## src/rtl/fetch_stage.sv

```systemverilog
// fetch_stage
//  Instruction fetch stage. Owns the PC and issues in-order word fetches on an
//  SRAM-like bus. Returned words are buffered together with the PC they were
//  fetched from, and the buffer head is presented to decode as
//  IF_ID_BUS = {ins[31:0], pc[31:2]}.
//  A redirect from a later stage flushes the buffer. Responses that are still
//  in flight are counted and then discarded when they return.
//  A misaligned redirect target produces a single address-error entry. Fetch
//  then halts until the next redirect.
module fetch_stage #(
   parameter logic [31:0] RESET_PC = 32'hBFC0_0000,
   parameter int unsigned DEPTH    = 2
) (
   input  logic        clk,
   input  logic        resetn,
   output logic        inst_req,
   output logic [31:0] inst_addr,
   input  logic        inst_addr_ok,
   input  logic        inst_data_ok,
   input  logic [31:0] inst_rdata,
   input  logic        redirect_valid,
   input  logic [31:0] redirect_pc,
   input  logic        id_ready,
   output logic        if_valid,
   output logic [61:0] IF_ID_BUS,
   output logic        if_adel
);

   localparam int unsigned PW = $clog2(DEPTH);
   localparam int unsigned CW = PW + 1;

   localparam logic [CW-1:0] DEPTH_C  = CW'(DEPTH);
   localparam logic [CW-1:0] CNT_ZERO = {CW{1'b0}};
   localparam logic [CW-1:0] CNT_ONE  = CW'(1'b1);
   localparam logic [PW-1:0] PTR_ZERO = {PW{1'b0}};
   localparam logic [PW-1:0] PTR_ONE  = PW'(1'b1);

   // fetch_st encodings
   localparam logic [1:0] ST_RUN       = 2'd0;
   localparam logic [1:0] ST_DRAIN     = 2'd1;
   localparam logic [1:0] ST_HALT_ADEL = 2'd2;

   // control state
   logic [31:0]   pc_r;
   logic [1:0]    fetch_st_r;
   logic [1:0]    fetch_st_nx_s;
   logic [CW-1:0] outstanding_r;
   logic [CW-1:0] drop_cnt_r;
   logic [CW-1:0] out_nx_s;
   logic [CW-1:0] drop_nx_s;

   // PC tags of accepted requests, consumed in order by responses
   logic [29:0]   tag_mem_r [DEPTH];
   logic [PW-1:0] tag_wp_r;
   logic [PW-1:0] tag_rp_r;

   // instruction buffer presented to decode
   logic [31:0]   fifo_ins_r  [DEPTH];
   logic [29:0]   fifo_pc_r   [DEPTH];
   logic          fifo_adel_r [DEPTH];
   logic [PW-1:0] fifo_wp_r;
   logic [PW-1:0] fifo_rp_r;
   logic [CW-1:0] fifo_cnt_r;

   // per-cycle qualifiers
   logic [CW:0]   credit_s;
   logic          pc_aligned_s;
   logic          can_fetch_s;
   logic          issue_s;
   logic          accept_s;
   logic          resp_s;
   logic          resp_keep_s;
   logic          adel_push_s;
   logic          push_s;
   logic          pop_s;
   logic [31:0]   wr_ins_s;
   logic [29:0]   wr_pc_s;
   logic          wr_adel_s;

   // Decode this cycle's issue, accept, response and buffer events.
   // The request depends only on registered state, redirect_valid and reset,
   // so there is no combinational path from inst_addr_ok to inst_req.
   always_comb begin
      credit_s     = {1'b0, outstanding_r} + {1'b0, fifo_cnt_r};
      pc_aligned_s = (pc_r[1:0] == 2'b00);
      can_fetch_s  = (fetch_st_r == ST_RUN) && (drop_cnt_r == CNT_ZERO) && !redirect_valid;
      issue_s      = resetn && can_fetch_s && pc_aligned_s && (credit_s < {1'b0, DEPTH_C});
      accept_s     = issue_s && inst_addr_ok;
      resp_s       = inst_data_ok && (outstanding_r != CNT_ZERO);
      resp_keep_s  = resp_s && !redirect_valid && (drop_cnt_r == CNT_ZERO);
      adel_push_s  = can_fetch_s && !pc_aligned_s && (outstanding_r == CNT_ZERO) &&
                     (fifo_cnt_r < DEPTH_C);
      push_s       = resp_keep_s || adel_push_s;
      pop_s        = (fifo_cnt_r != CNT_ZERO) && id_ready && !redirect_valid;
   end

   // Next values of the outstanding and drop counters.
   // A redirect turns every request still in flight into one that must be dropped.
   always_comb begin
      out_nx_s  = outstanding_r;
      drop_nx_s = drop_cnt_r;
      if (accept_s && !resp_s) begin
         out_nx_s = outstanding_r + CNT_ONE;
      end else if (!accept_s && resp_s) begin
         out_nx_s = outstanding_r - CNT_ONE;
      end else begin
         out_nx_s = outstanding_r;
      end
      if (redirect_valid) begin
         drop_nx_s = out_nx_s;
      end else if (resp_s && (drop_cnt_r != CNT_ZERO)) begin
         drop_nx_s = drop_cnt_r - CNT_ONE;
      end else begin
         drop_nx_s = drop_cnt_r;
      end
   end

   // Fetch state machine. A redirect overrides every state.
   always_comb begin
      fetch_st_nx_s = fetch_st_r;
      if (redirect_valid) begin
         if (drop_nx_s != CNT_ZERO) begin
            fetch_st_nx_s = ST_DRAIN;
         end else begin
            fetch_st_nx_s = ST_RUN;
         end
      end else begin
         case (fetch_st_r)
            ST_RUN: begin
               if (adel_push_s) begin
                  fetch_st_nx_s = ST_HALT_ADEL;
               end else begin
                  fetch_st_nx_s = ST_RUN;
               end
            end
            ST_DRAIN: begin
               if (drop_nx_s == CNT_ZERO) begin
                  fetch_st_nx_s = ST_RUN;
               end else begin
                  fetch_st_nx_s = ST_DRAIN;
               end
            end
            ST_HALT_ADEL: fetch_st_nx_s = ST_HALT_ADEL;
            default:      fetch_st_nx_s = ST_RUN;
         endcase
      end
   end

   // Select the buffer write data: either an address-error entry or a fetched word.
   always_comb begin
      if (adel_push_s) begin
         wr_ins_s  = 32'h0000_0000;
         wr_pc_s   = pc_r[31:2];
         wr_adel_s = 1'b1;
      end else begin
         wr_ins_s  = inst_rdata;
         wr_pc_s   = tag_mem_r[tag_rp_r];
         wr_adel_s = 1'b0;
      end
   end

   // Update the PC, the fetch state and the in-flight counters.
   always_ff @(posedge clk or negedge resetn) begin
      if (!resetn) begin
         pc_r          <= RESET_PC;
         fetch_st_r    <= ST_RUN;
         outstanding_r <= CNT_ZERO;
         drop_cnt_r    <= CNT_ZERO;
      end else begin
         fetch_st_r    <= fetch_st_nx_s;
         outstanding_r <= out_nx_s;
         drop_cnt_r    <= drop_nx_s;
         if (redirect_valid) begin
            pc_r <= redirect_pc;
         end else if (accept_s) begin
            pc_r <= pc_r + 32'd4;
         end else begin
            pc_r <= pc_r;
         end
      end
   end

   // PC tag queue. Dropped responses still consume their tag, so the queue
   // stays aligned with the bus.
   always_ff @(posedge clk or negedge resetn) begin
      if (!resetn) begin
         tag_wp_r <= PTR_ZERO;
         tag_rp_r <= PTR_ZERO;
         for (int i = 0; i < int'(DEPTH); i++) begin
            tag_mem_r[i] <= 30'h0000_0000;
         end
      end else begin
         if (accept_s) begin
            tag_mem_r[tag_wp_r] <= pc_r[31:2];
            tag_wp_r            <= tag_wp_r + PTR_ONE;
         end
         if (resp_s) begin
            tag_rp_r <= tag_rp_r + PTR_ONE;
         end
      end
   end

   // Instruction buffer. A redirect empties it; otherwise a push and a pop in
   // the same cycle are both performed.
   always_ff @(posedge clk or negedge resetn) begin
      if (!resetn) begin
         fifo_wp_r  <= PTR_ZERO;
         fifo_rp_r  <= PTR_ZERO;
         fifo_cnt_r <= CNT_ZERO;
         for (int i = 0; i < int'(DEPTH); i++) begin
            fifo_ins_r[i]  <= 32'h0000_0000;
            fifo_pc_r[i]   <= 30'h0000_0000;
            fifo_adel_r[i] <= 1'b0;
         end
      end else if (redirect_valid) begin
         fifo_wp_r  <= PTR_ZERO;
         fifo_rp_r  <= PTR_ZERO;
         fifo_cnt_r <= CNT_ZERO;
      end else begin
         if (push_s) begin
            fifo_ins_r[fifo_wp_r]  <= wr_ins_s;
            fifo_pc_r[fifo_wp_r]   <= wr_pc_s;
            fifo_adel_r[fifo_wp_r] <= wr_adel_s;
            fifo_wp_r              <= fifo_wp_r + PTR_ONE;
         end
         if (pop_s) begin
            fifo_rp_r <= fifo_rp_r + PTR_ONE;
         end
         case ({push_s, pop_s})
            2'b10:   fifo_cnt_r <= fifo_cnt_r + CNT_ONE;
            2'b01:   fifo_cnt_r <= fifo_cnt_r - CNT_ONE;
            default: fifo_cnt_r <= fifo_cnt_r;
         endcase
      end
   end

   // Present the buffer head to decode. The bus reads as zero when the buffer is empty.
   always_comb begin
      if_valid = (fifo_cnt_r != CNT_ZERO);
      if (fifo_cnt_r != CNT_ZERO) begin
         IF_ID_BUS = {fifo_ins_r[fifo_rp_r], fifo_pc_r[fifo_rp_r]};
         if_adel   = fifo_adel_r[fifo_rp_r];
      end else begin
         IF_ID_BUS = 62'h0;
         if_adel   = 1'b0;
      end
   end

   assign inst_req  = issue_s;
   assign inst_addr = pc_r;

endmodule
```

## config.mk

```make
export PLATFORM = sky130hd
export DESIGN_NAME = fetch_stage
export DESIGN_NICKNAME = d
export VERILOG_FILES = /design/src/rtl/fetch_stage.sv
export SDC_FILE = /design/constraint.sdc
export NUM_CORES = 1
export LEC_CHECK = 0
export CAP_MARGIN = 20
export CELL_PAD_IN_SITES_DETAIL_PLACEMENT = 0
export CELL_PAD_IN_SITES_GLOBAL_PLACEMENT = 1
export CORE_ASPECT_RATIO = 1.5
export CORE_MARGIN = 2
export CORE_UTILIZATION = 47
export CTS_BUF_LIST = sky130_fd_sc_hd__clkbuf_2
export DETAILED_ROUTE_END_ITERATION = 16
export GPL_TIMING_DRIVEN = 0
export PLACE_DENSITY = 0.95
export SLEW_MARGIN = 0
export SYNTH_ARGS = -nofsm -noshare
export SYNTH_HDL_FRONTEND = slang
export SYNTH_SLANG_ARGS = --single-unit
```

## constraint.sdc

```tcl
create_clock -name clk -period 3.8 [get_ports clk]
set_input_delay 0.57 -clock clk [delete_from_list [all_inputs] [get_ports clk]]
set_output_delay 0.57 -clock clk [all_outputs]
set_load 0.005 [all_outputs]
```

### After elaboration in Yosys (flattened, before gate mapping)

Cells that the tools add are included.

| word-level totals | value |
|---|---|
| ROM bits | 0 |
| memories kept | 0 |
| memory bits (writable) | 0 |
| register bits | 230 |
| bits in latches | 0 |

| cells by class | value |
|---|---|
| $mul | 0 |
| bitwise gates (word level) | 5 |
| mux-type cells | 46 |
| equal/unequal tests | 4 |
| div/mod/pow operators | 0 |
| shift operators | 0 |
| reduce and logical (&&, ||, !) cells | 38 |
| $lt $le $gt $ge | 8 |
| add/sub/neg operators | 11 |

Operator list:

| kind | count |
|---|---|
| $mux W30 | 9 |
| $mux W32 | 7 |
| $bwmux W60 | 2 |
| $bwmux W64 | 1 |
| $mux W62 | 1 |
| $demux W30 S1 | 2 |
| $add A32 B3 Y32 const B | 1 |
| $demux W32 S1 | 1 |
| $logic_and A1 B1 Y1 | 19 |
| $mux W2 | 7 |
| $reduce_bool A2 Y1 | 7 |
| $mux W1 | 12 |
| $logic_not A2 Y1 | 5 |
| $ge A2 B2 Y1 const B | 4 |
| $not A1 Y2 | 4 |
| $pmux W2 S3 | 1 |
| $sub A2 B1 Y2 const B | 3 |
| $add A1 B1 Y1 const B | 4 |
| $add A2 B1 Y2 const B | 2 |
| $eq A2 B1 Y1 const B | 2 |
| $eq A2 B2 Y1 const B | 2 |
| $logic_not A1 Y1 | 4 |
| $lt A2 B1 Y1 const B | 2 |
| $pmux W2 S2 | 1 |
| other kinds (9) | 9 |

### Depth between registers and ports, before layout

| logic depth | value |
|---|---|
| depth after elaboration | 16 |
| mapped depth | 10 |

### Worst setup path after synthesis

Ideal clock, no wire load.

| path | value |
|---|---|
| kind | register -> register |
| start | register fifo_cnt_r[0] |
| end | register tag_mem_r[30] (netlist name) |
| cell stages (with the launch flop) | 8 |
| path slack | 1.318 ns |
| data arrival time | 2.357 ns |
| period minus slack after synthesis | 2.482 ns |
| cells stage by stage | dfrtp_1 and2_1 fa_1 nor3b_1 nand4_1 nor2_1 buf_2 mux2_2 |

| between the ends | value |
|---|---|
| longest elaborated chain between the ends | 4 |

RTL lines:

| item | line | RTL |
|---|---|---|
| start: declaration | 63 | `logic [CW-1:0] fifo_cnt_r;` |
| start signal: assignment | 230 | `2'b10: fifo_cnt_r <= fifo_cnt_r + CNT_ONE;` |
| start signal: assignment | 231 | `2'b01: fifo_cnt_r <= fifo_cnt_r - CNT_ONE;` |
| start signal: assignment | 232 | `default: fifo_cnt_r <= fifo_cnt_r;` |
| $add A2 B2 Y3 | 84 | `credit_s = {1'b0, outstanding_r} + {1'b0, fifo_cnt_r};` |
| $lt A3 B2 Y1 | 87 | `issue_s = resetn && can_fetch_s && pc_aligned_s && (credit_s < {1'b0, DEPTH_C});` |
| $logic_and A1 B1 Y1 | 87 |  |
| $logic_and A1 B1 Y1 | 88 | `accept_s = issue_s && inst_addr_ok;` |
| end signal: indexed assignment | 194 | `tag_mem_r[tag_wp_r] <= pc_r[31:2];` |
| end: declaration | 53 | `logic [29:0] tag_mem_r [DEPTH];` |

No other way between the ends.
A chain may end at the register's enable or synchronous reset.

### Worst setup path in the final report

| path | value |
|---|---|
| start | register fifo_cnt_r[0] |
| end | output port inst_req |

| between the ends | value |
|---|---|
| longest elaborated chain between the ends | 3 |

RTL lines:

| item | line | RTL |
|---|---|---|
| $add A2 B2 Y3 | 84 |  |
| $lt A3 B2 Y1 | 87 |  |
| $logic_and A1 B1 Y1 | 87 |  |
| end: declaration | 16 | `output logic inst_req,` |

No other way between the ends.

==> key figures <==
Run status
  – Status: complete, no violations

Global routing
  – First-pass GRT wire length: 46.2 mm
  – GRT met2 Usage: 43.1%
  – Gr ovfl total: 0
  – GR peak layer: met2
  – Total Routing Usage GR: 23.5%
  – Met3 GRT Util: 3.37%
  – Largest net degree at the start of global routing: 132
  – Vias in the first global route: 9030
  – Initial antenna violation count: 1
  – GRT met1 Usage: 28.1%

Clock tree
  – CTS tree: yes
  – TritonCTS Buffers: 52
  – Clk slew on worst S/H paths: 110 ps
  – Worst-Skew Late Latency: 800 ps
  – Clock root cell: clkbuf_2
  – Clock Path Buffers: 3
  – H-tree depth: 2
  – Setup Buffers After CTS: 0
  – Total clock sinks: 230

Synthesis
  – Syn_nets: 1125
  – Asr flop ratio synth: 100%
  – Area share of the leading cell type in the synthesized netlist: 49.8%
  – Most area-hungry cell type in the Yosys netlist: dfrtp_1
  – Cells after Synth: 1051
  – Top FF cell, synth: dfrtp_1
  – EDFF count, synth: 0
  – Synth warn: 0
  – Top cells by count, synth: 221 x dfrtp_1, 169 x nand2_1, 121 x o21ai_0
  – Most frequent cell after synthesis: dfrtp_1
  – Syn Area/Cell: 10.6 sq um
  – Post-synth cell types: 47
  – Sequential fraction of the synthesis area: 52.0%
  – Post-Syn Area: 0.0111 sq mm
  – Seq cells post-synth: 230
  – Leading post-synthesis cells by cell area: dfrtp_1 50%, mux2_2 12%, mux2i_1 8.9%

STA
  – Fmax: 278 MHz
  – Slew @ Worst Pin: 846 ps
  – Fin crit share: 94.6%
  – Layout Skew: 45.2 ps
  – Hold Vio Cnt, Final: 0
  – Rel. slew slack: 43.6%
  – Final setup fails: 0
  – Max Slew Vio Count: 0
  – Minimum clock period: 3590 ps
  – RSZ-0062 raised after global routing: no

Setup path
  – Top Family by Delay on Critical Path: simple AND/OR/NAND/NOR gates
  – Startpoint Class: flop
  – Worst Path Required: 3230 ps
  – CP bufs+invs: 1
  – Worst-path cell chain: and2_1 -> fa_1 -> nor3b_1 -> and3_1 -> clkdlybuf4s50_1
  – Critical setup path kind: flop to output port
  – Crit path largest cell delay: 510 ps
  – Worst EP arrival: 3020 ps
  – Nature of the critical path endpoint: output port
  – Slowest CP cell: clkdlybuf4s50_1
  – CP max FO: 5

Floorplan
  – Die Y: 192 um
  – Core ar.: 0.0231 sq mm
  – Num ports: 167
  – Site Rows: 68
  – Initial Util: 48.0%
  – Chip width: 129 um
  – Die Area: 0.0249 sq mm

Pwr
  – Pwr Total: 6320 uW
  – P_int: 4230 uW
  – P_sw: 2080 uW
  – Clock power frac: 23.5%
  – Sequential share of power: 51.6%
  – Sw Share: 33.0%
  – Logic pwr share: 24.9%
  – Pwr dens: 462 mW/mm^2
  – Pleak: 0.00619 uW
  – Peak VDD IR: 193 uV

Cells and area
  – Ratio of cells with drive above 1 in the final layout: 19.2%
  – FILL cells: 2024
  – Nets: 1348
  – Design area: 0.0137 sq mm
  – Area grow syn2layout: 23.3%

Route
  – Routed WL per cell: 17.8 um
  – DRC errors left: 0
  – Final ANT Viol Nets: 0
  – Drt first pass iters: 5
  – Vias per inst: 5.43
  – Iteration-0 DRC Markers: 409
  – Drt total wl: 29.0 mm
  – Via Count: 8844

Run
  – Total of max-cap violations: 0

Min path
  – Hold WC Path Type: input pin to flop

Placement
  – RD Place Congestion: 0.888
  – I/O Buffers: 166
  – Placed instance area: 0.0132 sq mm
  – Hpwl dp: 20.6 mm
[tightest hold or removal path: stages]
cell             delay [ps]
clkdlybuf4s50_1         390
nand2_1                  60
o211ai_1                 70
[power groups by stage]
stage / logic, uW / registers (uW) / clock network [uW]
4_1_cts: 1590 / 3260 / 1520
6_report: 1570 / 3260 / 1480
3_3_place_gp: 1530 / 3280 / 0
2_1_floorplan: 1040 / 3220 / 0
5_1_grt: 1770 / 3330 / 1640
3_5_place_dp: 1580 / 3310 / 0
[layer usage]
layer	part of all wire (%)	wire length [um]
met1	40	11500
met2	53	15400
met3	5.0	1460
met4	2.1	602
met5	0	0
[cell usage in the layout (no fill, tap or decap), drive strengths merged, types with 8 or more instances in the layout]
cell type,netlist,layout
a31oi,8,8
and2,8,8
buf,35,38
clkbuf,40,117
clkdlybuf4s50,0,165
clkinv,0,14
dfrtp,221,221
dfstp,9,9
inv,10,10
mux2,126,126
mux2i,99,99
nand2,169,169
nand3,11,11
nand4,14,14
nor2,88,88
nor3,8,8
o211ai,10,10
o21ai,123,123
o311ai,9,9
[stage by stage]
| step | utilization (%) | cells | hold slack, ps | setup TNS, ps | setup slack (ps) |
|---|---|---|---|---|---|
| after floorplan | - | 1051 | 274 | 0 | 1320 |
| after global placement | 56.8 | 1532 | 460 | -2265430 | -7180 |
| after detailed placement | 57.0 | 1533 | 469 | -1370 | -68.6 |
| after CTS | 59.1 | 1627 | 244 | 0 | 178 |
| after global routing | 59.1 | 1628 | 263 | 0 | 65.2 |
| final | 59.1 | 1628 | 306 | 0 | 207 |
[flip-flops by register name (all words and copies together), names as in the netlist]
name           flops
fifo_ins_r        64
fetch_st_r         2
fifo_adel_r        2
fifo_pc_r         60
fifo_wp_r          1
drop_cnt_r         2
outstanding_r      2
tag_mem_r         60
tag_rp_r           1
inst_addr         32
tag_wp_r           1
fifo_cnt_r         2
fifo_rp_r          1
[repair_timing]
action	4_1_cts	5_1_grt
resized for setup	7	0
hold buffers	2	0
endpoints found under the setup margin	40	0
endpoints found under the hold margin	91	0
[final timing paths]
| kind | from | endpoint | slack, ps | cells after the start |
|---|---|---|---|---|
| max in group asynchronous | resetn | fifo_ins_r[2] | 2760 | 3 |
| worst min-delay path | redirect_pc[22] | inst_addr[22] | 310 | 3 |
| worst max-delay path | fifo_cnt_r[0] | inst_req | 210 | 5 |
| min in group asynchronous | resetn | inst_addr[29] | 360 | 2 |
| worst max register to register | fifo_cnt_r[0] | tag_mem_r[42] | 600 | 7 |
| worst min register to register | fifo_ins_r[15] | fifo_ins_r[15] | 490 | 2 |
[kinds of logic (layout without fill, tap and decap cells)]
group                      Yosys count  in the layout  synth area share, %
DFF                                230            230                 52.0
buffers and inverters               85            346                 3.36
other                                0              1                    0
AOI/OAI and AO/OA                  171            171                 8.82
muxes                              225            225                 21.7
and+or+nand+nor                    324            324                 12.7
adders and majority gates            4              4                0.519
xor gates and xnor gates            12             12                0.947
[layout make-up]
class,count,area (sq um),area share (%)
clock buffer,77,385,2.82
clock inverter,15,61.3,0.448
inverter,10,37.5,0.274
buffer,75,343,2.51
tap,315,394,2.88
timing repair buffer,169,1730,12.7
antenna,1,2.50,0.0183
multi-input combinational,736,4960,36.3
sequential,230,5770,42.1
(Power assumes the default switching activity.)
